File: config.mk
export PLATFORM = sky130hd
export DESIGN_NAME = adma_transfer
export DESIGN_NICKNAME = d
export VERILOG_FILES = /design/src/rtl/adma_pkg.sv /design/src/rtl/adma_beat_counter.sv /design/src/rtl/adma_transfer.sv
export SDC_FILE = /design/constraint.sdc
export NUM_CORES = 1
export LEC_CHECK = 0
export ABC_CLOCK_PERIOD_IN_PS = 4100
export CORE_MARGIN = 2
export CORE_UTILIZATION = 54
export DETAILED_ROUTE_END_ITERATION = 10
export PLACE_DENSITY = 0.81
export SLEW_MARGIN = 40
export SYNTH_ARGS = -nofsm -noshare
export SYNTH_HDL_FRONTEND = slang
export SYNTH_HIERARCHICAL = 1
export SYNTH_SLANG_ARGS = --single-unit
File: constraint.sdc
create_clock -name CLK -period 4.1 [get_ports CLK]
set_clock_uncertainty 0.05 [all_clocks]
set_input_delay 0.615 -clock CLK [delete_from_list [all_inputs] [get_ports CLK]]
set_output_delay 0.615 -clock CLK [all_outputs]
set_load 0.01 [all_outputs]
File: src/rtl/adma_pkg.sv
// Shared ADMA2 descriptor layout, action codes and controller state encoding.
package adma_pkg;

    typedef enum logic [1:0] {
        ACT_NOP  = 2'b00,
        ACT_RSV  = 2'b01,
        ACT_TRAN = 2'b10,
        ACT_LINK = 2'b11
    } act_e;

    typedef enum logic [2:0] {
        S_IDLE,
        S_FETCH,
        S_WAIT_DESC,
        S_DECODE,
        S_XFER,
        S_NEXT,
        S_FINISH,
        S_ERR
    } state_e;

    localparam int unsigned DESC_VALID_BIT = 0;
    localparam int unsigned DESC_END_BIT   = 1;
    localparam int unsigned DESC_INT_BIT   = 2;
    localparam int unsigned DESC_ACT_LSB   = 4;
    localparam int unsigned DESC_LEN_LSB   = 16;
    localparam int unsigned DESC_ADDR_LSB  = 32;

    localparam int unsigned ZERO_LEN_BYTES = 65536;
    localparam logic [63:0] DESC_STRIDE    = 64'd8;

    // A zero length field encodes a full 64 KiB transfer.
    function automatic logic [16:0] beats_for_len(input logic [15:0] len,
                                                  input int unsigned beat_bytes);
        logic [17:0] bytes;
        bytes = (len == 16'd0) ? 18'(ZERO_LEN_BYTES) : {2'b00, len};
        return 17'((bytes + 18'(beat_bytes - 1)) / 18'(beat_bytes));
    endfunction

endpackage

File: src/rtl/adma_beat_counter.sv
// Data-phase beat counter: tracks remaining beats and advances the beat address.
module adma_beat_counter #(
    parameter int unsigned BEAT_BYTES = 4
) (
    input  logic        clk,
    input  logic        rst_n,
    input  logic        load,
    input  logic [63:0] load_addr,
    input  logic [16:0] load_beats,
    input  logic        step,
    output logic [63:0] addr,
    output logic        last
);

    logic [16:0] beats;

    always_ff @(posedge clk or negedge rst_n) begin
        if (!rst_n) begin
            addr  <= '0;
            beats <= '0;
        end else if (load) begin
            addr  <= load_addr;
            beats <= load_beats;
        end else if (step) begin
            addr  <= addr + 64'(BEAT_BYTES);
            beats <= beats - 17'd1;
        end
    end

    assign last = (beats == 17'd1);

endmodule

File: src/rtl/adma_transfer.sv
// ADMA2 descriptor-chain controller: fetches, decodes and executes descriptors.
module adma_transfer
    import adma_pkg::*;
#(
    parameter int unsigned BEAT_BYTES = 4
) (
    input  logic        CLK,
    input  logic        RST_L,
    input  logic        adma_start,
    input  logic [63:0] adma_base,
    input  logic        abort,
    output logic        fetch_start,
    output logic [63:0] fetch_address,
    input  logic        desc_valid,
    output logic        desc_ready,
    input  logic [63:0] descriptor,
    output logic        mem_req,
    output logic [63:0] mem_addr,
    input  logic        mem_ack,
    output logic        busy,
    output logic        done,
    output logic        int_pulse,
    output logic        error
);

    state_e      state, state_n;
    logic [63:0] cur_addr, next_addr, desc;
    logic [63:0] data_addr;
    logic        load, step, last;

    logic        d_valid, d_end, d_int;
    act_e        d_act;
    logic [15:0] d_len;
    logic [63:0] d_addr;

    assign d_valid = desc[DESC_VALID_BIT];
    assign d_end   = desc[DESC_END_BIT];
    assign d_int   = desc[DESC_INT_BIT];
    assign d_act   = act_e'(desc[DESC_ACT_LSB +: 2]);
    assign d_len   = desc[DESC_LEN_LSB +: 16];
    assign d_addr  = {32'd0, desc[DESC_ADDR_LSB +: 32]};

    adma_beat_counter #(.BEAT_BYTES(BEAT_BYTES)) u_beats (
        .clk        (CLK),
        .rst_n      (RST_L),
        .load       (load),
        .load_addr  (d_addr),
        .load_beats (beats_for_len(d_len, BEAT_BYTES)),
        .step       (step),
        .addr       (data_addr),
        .last       (last)
    );

    always_ff @(posedge CLK or negedge RST_L) begin
        if (!RST_L) state <= S_IDLE;
        else        state <= state_n;
    end

    // Abort overrides everything, so all strobes stay low in that cycle.
    always_comb begin
        state_n     = state;
        fetch_start = 1'b0;
        desc_ready  = 1'b0;
        mem_req     = 1'b0;
        int_pulse   = 1'b0;
        done        = 1'b0;
        load        = 1'b0;
        step        = 1'b0;
        if (abort) begin
            state_n = S_IDLE;
        end else begin
            case (state)
                S_IDLE:      if (adma_start) state_n = S_FETCH;
                S_FETCH: begin
                    fetch_start = 1'b1;
                    state_n     = S_WAIT_DESC;
                end
                S_WAIT_DESC: begin
                    desc_ready = 1'b1;
                    if (desc_valid) state_n = S_DECODE;
                end
                S_DECODE: begin
                    if (!d_valid) begin
                        state_n = S_ERR;
                    end else if (d_act == ACT_TRAN) begin
                        load    = 1'b1;
                        state_n = S_XFER;
                    end else begin
                        state_n = S_NEXT;
                    end
                end
                S_XFER: begin
                    mem_req = 1'b1;
                    if (mem_ack) begin
                        step = 1'b1;
                        if (last) state_n = S_NEXT;
                    end
                end
                S_NEXT: begin
                    int_pulse = d_int;
                    state_n   = d_end ? S_FINISH : S_FETCH;
                end
                S_FINISH: begin
                    done    = 1'b1;
                    state_n = S_IDLE;
                end
                S_ERR:       state_n = S_IDLE;
                default:     state_n = S_IDLE;
            endcase
        end
    end

    always_ff @(posedge CLK or negedge RST_L) begin
        if (!RST_L) begin
            cur_addr  <= '0;
            next_addr <= '0;
            desc      <= '0;
            error     <= 1'b0;
        end else if (!abort) begin
            if (state == S_IDLE && adma_start) begin
                cur_addr <= adma_base;
                error    <= 1'b0;
            end
            if (state == S_WAIT_DESC && desc_valid) desc <= descriptor;
            if (state == S_DECODE)
                next_addr <= (d_act == ACT_LINK) ? d_addr : cur_addr + DESC_STRIDE;
            if (state == S_NEXT && !d_end) cur_addr <= next_addr;
            if (state == S_ERR) error <= 1'b1;
        end
    end

    assign busy          = (state != S_IDLE);
    assign fetch_address = fetch_start ? cur_addr : '0;
    assign mem_addr      = mem_req ? data_addr : '0;

endmodule

==> results of run 1 <==
## how the worst max path moves through the flow
stage,from,end,slack [ns],cells past startpoint
after floorplan,abort,u_beats/addr[63],0.79,11
after global placement,abort,u_beats/addr[63],0.47,9
after detailed placement,abort,u_beats/addr[63],0.41,9
after CTS,state[2],mem_addr[7],0.44,5
after global routing,state[2],mem_addr[7],0.29,5
final,state[2],mem_addr[7],0.40,5
## kinds of logic after synthesis
kind of cell               count (synthesis)  synth area share
adders and majority gates                  4          0.003359
and+or+nand+nor                          709            0.2562
buffers and inverters                    121           0.03443
muxes                                    123           0.08734
xor gates and xnor gates                 125           0.07348
DFF                                      266            0.4468
AOI/OAI and AO/OA                        268           0.09817
other                                      1         0.0002517
## cell type report
type	instances	area, um^2	area share
diodes	3	7.507	0.0003982
clock buffers	40	827.0	0.04387
clock inverters	11	138.9	0.007368
inverters	24	90.09	0.004779
multi-input cells	1263	7904	0.4193
flip-flops and latches	266	6656	0.3531
well taps	341	426.7	0.02263
repair buffers	280	2800	0.1485
## metrics by stage
step | std cells | setup slack (ns) | power [uW] | hold slack (ns) | utilization
6_report | 2228 | 0.4016 | 9909 | 0.01324 | 0.6975
5_1_grt | 2225 | 0.2923 | 10520 | 0.05967 | 0.6972
4_1_cts | 2225 | 0.4434 | 9943 | 0.04234 | 0.6972
3_5_place_dp | 2174 | 0.4124 | 7251 | 0.4167 | 0.6614
3_3_place_gp | 2174 | 0.4695 | 7064 | 0.4083 | 0.6614
2_1_floorplan | 1650 | 0.7887 | 6180 | 0.2694 | -
## cells in the mapped netlist, types with 4 or more instances
cell and instances:
and3_1 21, and2_1 133, clkbuf_1 72, dfrtp_1 266, or3_1 15, mux2i_1 67, a21oi_1 25, ha_1 4
nor3_2 7, a31oi_1 19, mux2_2 56, nor3_1 27, inv_1 24, xnor2_1 76, a221o_1 4, nor4_1 34
nand4_1 46, nor2b_1 6, buf_2 14, and4_1 6, buf_4 5, nor2_1 81, o21ai_0 164, nand4_2 4
o31ai_1 9, xor2_1 49, nand2_1 233, nand3_1 51, o21ai_1 28, nor4_2 5, o22ai_1 4, or4_1 11
nand4_4 4
## registers in the layout, summed over array words and instances (netlist names)
name           cells
u_beats/beats     17
cur_addr          64
u_beats/addr      64
error              1
next_addr         64
desc              53
state              3
## power groups by stage
stage / logic [uW] / clock network, uW / registers, uW
after global routing: 2750 / 2810 / 4970
after floorplan: 1770 / 0 / 4410
after global placement: 2290 / 0 / 4770
after detailed placement: 2410 / 0 / 4840
after CTS: 2440 / 2700 / 4800
final: 2430 / 2650 / 4820
## layer usage
| metal | track usage | up-vias | routed length (um) |
|---|---|---|---|
| met5 | 0 | - | 13 |
| met4 | 0.08101 | 2 | 1048 |
| met3 | 0.05047 | 80 | 3019 |
| met2 | 0.4648 | 450 | 19640 |
| met1 | 0.3720 | 6268 | 17180 |
| li1 | - | 6096 | - |
==> impl_results.md, run 1 <==
* Outcome: complete, no violations
* CTS tree: yes
* NetSw at 3436 uW
* Cells after Synth at 1617
* Post-layout nets at 2001
* Mapped Area at 0.01490 mm^2
* Crit start category: flop
* Drt drc at 0
* Hold Buf Count CTS at 0
* Die ar. at 0.02894 mm^2
* Post-synth EDFFs at 0
* Critical path capture point type: primary output
* H-Tree Depth at 1
* Combinational group share of total power at 0.245
* Placed inst area at 0.01788 mm^2
* CTS Root Cell: clkbuf_16
* Post-cts resize count at 0
* Most frequent cells in the layout: dfrtp_1, clkdlybuf4s50_1, nand2_1
* Postcts setup bufs at 0
* Vias/cell at 5.788
* Tot GR Track Use at 0.2783
* Post-synth top flop: dfrtp_1
* Num rows at 60
* CP Class: reg2out
* Largest cells by area after synthesis: dfrtp_1, nand2_1, and2_1, o21ai_0, mux2i_1
* CP max stage delay at 0.64 ns
* WP buf/inv at 2
* Worst-Margin Slew at 0.7710 ns
* CTS Buffer Depth at 3
* Leak at 0.007549 uW
* Post-route minimum period at 3.698 ns
* Routed length per instance at 18.36 um
* Final Hold Fails at 0
* Starting density of the core at 0.5513
* Die H at 170.1 um
* DR vias at 12900
* Slew Limit Headroom at 0.4860
* Largest net degree at the start of global routing at 136
* FFs w/ async S/R, synth at 1.000
* GRT Residual Overflow at 0
* FF-to-FF path depth at 8
* Clock slew at reported path FFs at 0.06 ns
* Critical path arrival at 3.03 ns
* Detailed Routing Iterations Pass 1 at 6
* Sequential fraction of the synthesis area at 0.4468
* Clock sinks at 266
* Total CTS buffers at 28
* Clk pwr share at 0.268
* Required time of the critical path at 3.43 ns
* Fin. max-slew vios at 0
* Die Span X at 170.1 um
* Fmax at 270.4 MHz
* # Max-Cap Violations at 0
* Netlist cell types at 62
* Layout cells sized above 1 at 0.09076
* Unrepaired setup endpoints after global routing: no
* 1st-iter DRT viols at 1037
* Placer Congestion at 0.8961
* Worst r2r dst: u_beats/addr[63]
* Synthesis-to-layout area growth at 26.52%
* Area share of the largest cell type after synthesis at 0.4468
* Number of synthesized register bits at 266
* Hpwl dp at 28460 um
* Setup TNS at 0 ns
* Cell family with most CP delay: buffers and inverters
* Post-DRT Antenna Nets at 0
* Synth Warn # at 6
* Avg Cell Area, Syn at 9.214 um^2
* R2r setup slk at 0.82 ns
* Sw Ratio at 0.3467
* I/O pin cnt at 269
* CP Cell Sequence: nand2b_1 > nor3_2 > buf_4 > and2_1 > clkdlybuf4s50_1
* Vias in the first global route at 12580
* Clock Latency Late Sink at 0.55 ns
* Setup-failing EPs final at 0
* Sequential fraction of design power at 0.487
* Hold Crit Class: in2async
* Final instance area at 0.01885 mm^2
* Cell-internal power at 6473 uW
* Slowest stage cell, crit path: dfrtp_1
* Port bufs at 257
* Cell taking the most area after synthesis: dfrtp_1
* Max IR drop VDD at 401.6 uV
* R2r startpoint: state[2]
* Most common cell after layout, fill and taps aside: dfrtp_1
* DRT Wirelength at 40900 um
* Final worst-path cycle share at 0.9021
* Antenna violations before repair at 3
* CP Max Fanout at 66
* Global-route wire length before repair at 64920 um
* Number of fill cells in the layout at 2023
* PwrDens at 525.6 mW/mm^2
* CORE AREA at 0.02703 mm^2
No activity file was read; power rests on OpenSTA's default activity.
==> run 2: changes to the inputs <==
--- a/config.mk
+++ b/config.mk
@@ -12,3 +12,2 @@
 export PLACE_DENSITY = 0.81
-export SLEW_MARGIN = 40
 export SYNTH_ARGS = -nofsm -noshare
--- a/constraint.sdc
+++ b/constraint.sdc
@@ -4,2 +4,2 @@
 set_output_delay 0.615 -clock CLK [all_outputs]
-set_load 0.01 [all_outputs]
+set_load 0.005 [all_outputs]
==> run 2 against run 1 <==
Cell area hardly changed. Non-clock buffer count is 1 lower. Clock power hardly changed. Critical endpoint is now mem_addr[20]. Utilization is 0.056 points lower. Register-to-register slack hardly changed. First-iteration DRC count is 7.5% higher. Maximum frequency is 2.2% higher. Cell count is 0.18% lower. Largest cell class unchanged. Global-route usage is 0.23 points higher.
==> impl_results.md, run 2 (synthesis results as in run 1) <==
* Vias/cell at 5.791 (about the same)
* CTS Root Cell: clkbuf_16
* DR vias at 12880 (-0.12%)
* Largest net degree at the start of global routing at 145 (+6.6%)
* Final hold slack at 0.4004 ns (+0.3871 ns)
* Detailed Routing Iterations Pass 1 at 5 (-1)
* CTS tree: yes
* Vias in the first global route at 12560 (-0.14%)
* Post-cts resize count at 0 (unchanged)
* Layout cells sized above 1 at 0.08767 (-0.003092)
* Die Span X at 170.1 um (unchanged)
* Sequential fraction of design power at 0.490 (+0.003)
* Setup-failing EPs final at 0 (unchanged)
* Combinational group share of total power at 0.242 (-0.003)
* Total CTS buffers at 29 (+3.6%)
* Num rows at 60 (unchanged)
* Required time of the critical path at 3.43 ns (about the same)
* Critical path arrival at 2.95 ns (-0.08 ns)
* Die ar. at 0.02894 mm^2 (unchanged)
* Most frequent cells in the layout: dfrtp_1, clkdlybuf4s50_1, nand2_1
* Synthesis-to-layout area growth at 26.42% (about the same)
* Hold Crit Class: in2async
* Outcome: complete, no violations
* Layout Utilization at 0.6969 (about the same)
* Clk pwr share at 0.269 (about the same)
* Die H at 170.1 um (unchanged)
* Post-layout nets at 2001 (unchanged)
* GRT Residual Overflow at 0 (unchanged)
* CTS Buffer Depth at 3 (unchanged)
* Drt drc at 0 (unchanged)
* CP Cell Sequence: nand2b_1 > nor3_2 > buf_4 > and2_1 > clkdlybuf4s50_1
* CORE AREA at 0.02703 mm^2 (unchanged)
* Hpwl dp at 28150 um (-1.1%)
* CP max stage delay at 0.63 ns (about the same)
* Critical path capture point type: primary output
* Antenna violations before repair at 2 (-1)
* Tot GR Track Use at 0.2805 (+0.002277)
* Most common cell after layout, fill and taps aside: dfrtp_1
* Starting density of the core at 0.5513 (unchanged)
* Clock Latency Late Sink at 0.55 ns (about the same)
* CP Class: reg2out
* 1st-iter DRT viols at 1115 (+7.5%)
* Cell-internal power at 6469 uW (about the same)
* Max IR drop VDD at 474.3 uV (+18%)
* DRT Wirelength at 40930 um (about the same)
* # Max-Cap Violations at 0 (unchanged)
* Fin. max-slew vios at 0 (unchanged)
* Setup TNS at 0 ns (unchanged)
* H-Tree Depth at 1 (unchanged)
* Slew Limit Headroom at 0.3402 (-0.1458)
* Routed length per instance at 18.40 um (+0.26%)
* Post-DRT Antenna Nets at 0 (unchanged)
* Top flop regs: cur_addr x64, next_addr x64, u_beats/addr x64
* Clock slew at reported path FFs at 0.06 ns (about the same)
* Clock sinks at 266 (unchanged)
* Post-route minimum period at 3.619 ns (-0.07943 ns)
* Unrepaired setup endpoints after global routing: no
* Final Hold Fails at 0 (unchanged)
* Tot Pwr at 9847 uW (-0.63%)
* Global-route wire length before repair at 65340 um (+0.65%)
* Port bufs at 257 (unchanged)
* Leak at 0.007544 uW (about the same)
* Worst-Margin Slew at 0.9887 ns (+0.2176 ns)
* PwrDens at 522.8 mW/mm^2 (-0.55%)
* Final worst-path cycle share at 0.8827 (-0.01937)
* NetSw at 3377 uW (-1.7%)
* Number of fill cells in the layout at 2079 (+2.8%)
* Fmax at 276.3 MHz (+2.2%)
* Crit start category: flop
* CP Max Fanout at 66 (unchanged)
* Slowest stage cell, crit path: dfrtp_1
* I/O pin cnt at 269 (unchanged)
* Sw Ratio at 0.3430 (-0.003718)
* Placer Congestion at 0.8921 (-0.45%)
run 2: per-layer routing:
layer	share of wire	wire [um]	global-route usage	up-vias
met2	0.48	19520	0.4632	478
li1	-	-	-	6101
met4	0.028	1146	0.08733	2
met3	0.075	3087	0.05116	86
met1	0.42	17170	0.3771	6213
met5	0.00032	13	0	-
run 2: timing repair:
item	4_1_cts	5_1_grt
hold buffers	1	0
setup buffers	0	0
hold endpoints to repair	6	0
setup endpoints to repair	0	0
run 2: layout make-up:
type | count | area, um^2 | share of cell area
clock inverters | 8 | 115.1 | 0.006111
clock buffers | 42 | 834.6 | 0.04431
multi-input cells | 1263 | 7903 | 0.4196
well taps | 341 | 426.7 | 0.02265
repair buffers | 279 | 2808 | 0.1491
flip-flops and latches | 266 | 6656 | 0.3534
inverters | 24 | 90.09 | 0.004783
diodes | 1 | 2.502 | 0.0001329
run 2: path summary, 6_finish.rpt:
check / from / end / slack, ns / depth (start not counted)
worst max register to register: state[2] / u_beats/addr[61] / 0.82 / 8
max in group asynchronous: RST_L / next_addr[11] / 2.59 / 3
min in group CLK: next_addr[41] / next_addr[41] / 0.43 / 2
worst min-delay path: RST_L / desc[1] / 0.40 / 2
worst max-delay path: state[2] / mem_addr[20] / 0.48 / 5
worst min register to register: next_addr[41] / next_addr[41] / 0.43 / 2
run 2: metrics by stage:
step                      cell area, um^2  worst slack (ns)  std cells
after floorplan                     15020            0.7887       1650
after global placement              17870            0.4526       2172
after detailed placement            17870            0.4131       2172
after global routing                18830            0.3276       2223
final                               18840            0.4810       2224
after CTS                           18830            0.4868       2223
run 2: critical path: cells and delay by family, from the launching register on:
| kind | cells | cell delay [ns] |
|---|---|---|
| buffers and inverters | 2 | 1.03 |
| AND/OR/NAND/NOR | 3 | 0.72 |
| flip-flops | 1 | 0.63 |
run 2: power by group through the flow:
| stage | clock network [uW] | registers, uW | logic, uW |
|---|---|---|---|
| 2_1_floorplan | 0 | 4410 | 1740 |
| 3_3_place_gp | 0 | 4770 | 2250 |
| 3_5_place_dp | 0 | 4830 | 2370 |
| 4_1_cts | 2680 | 4810 | 2400 |
| 5_1_grt | 2800 | 4970 | 2690 |
| 6_report | 2650 | 4820 | 2380 |
==> run 3: changes to the inputs <==
TNS_END_PERCENT = 10   (was not set)
==> results of run 3 <==
Same layout as run 2: the final DEF is identical, and so are final timing and power.
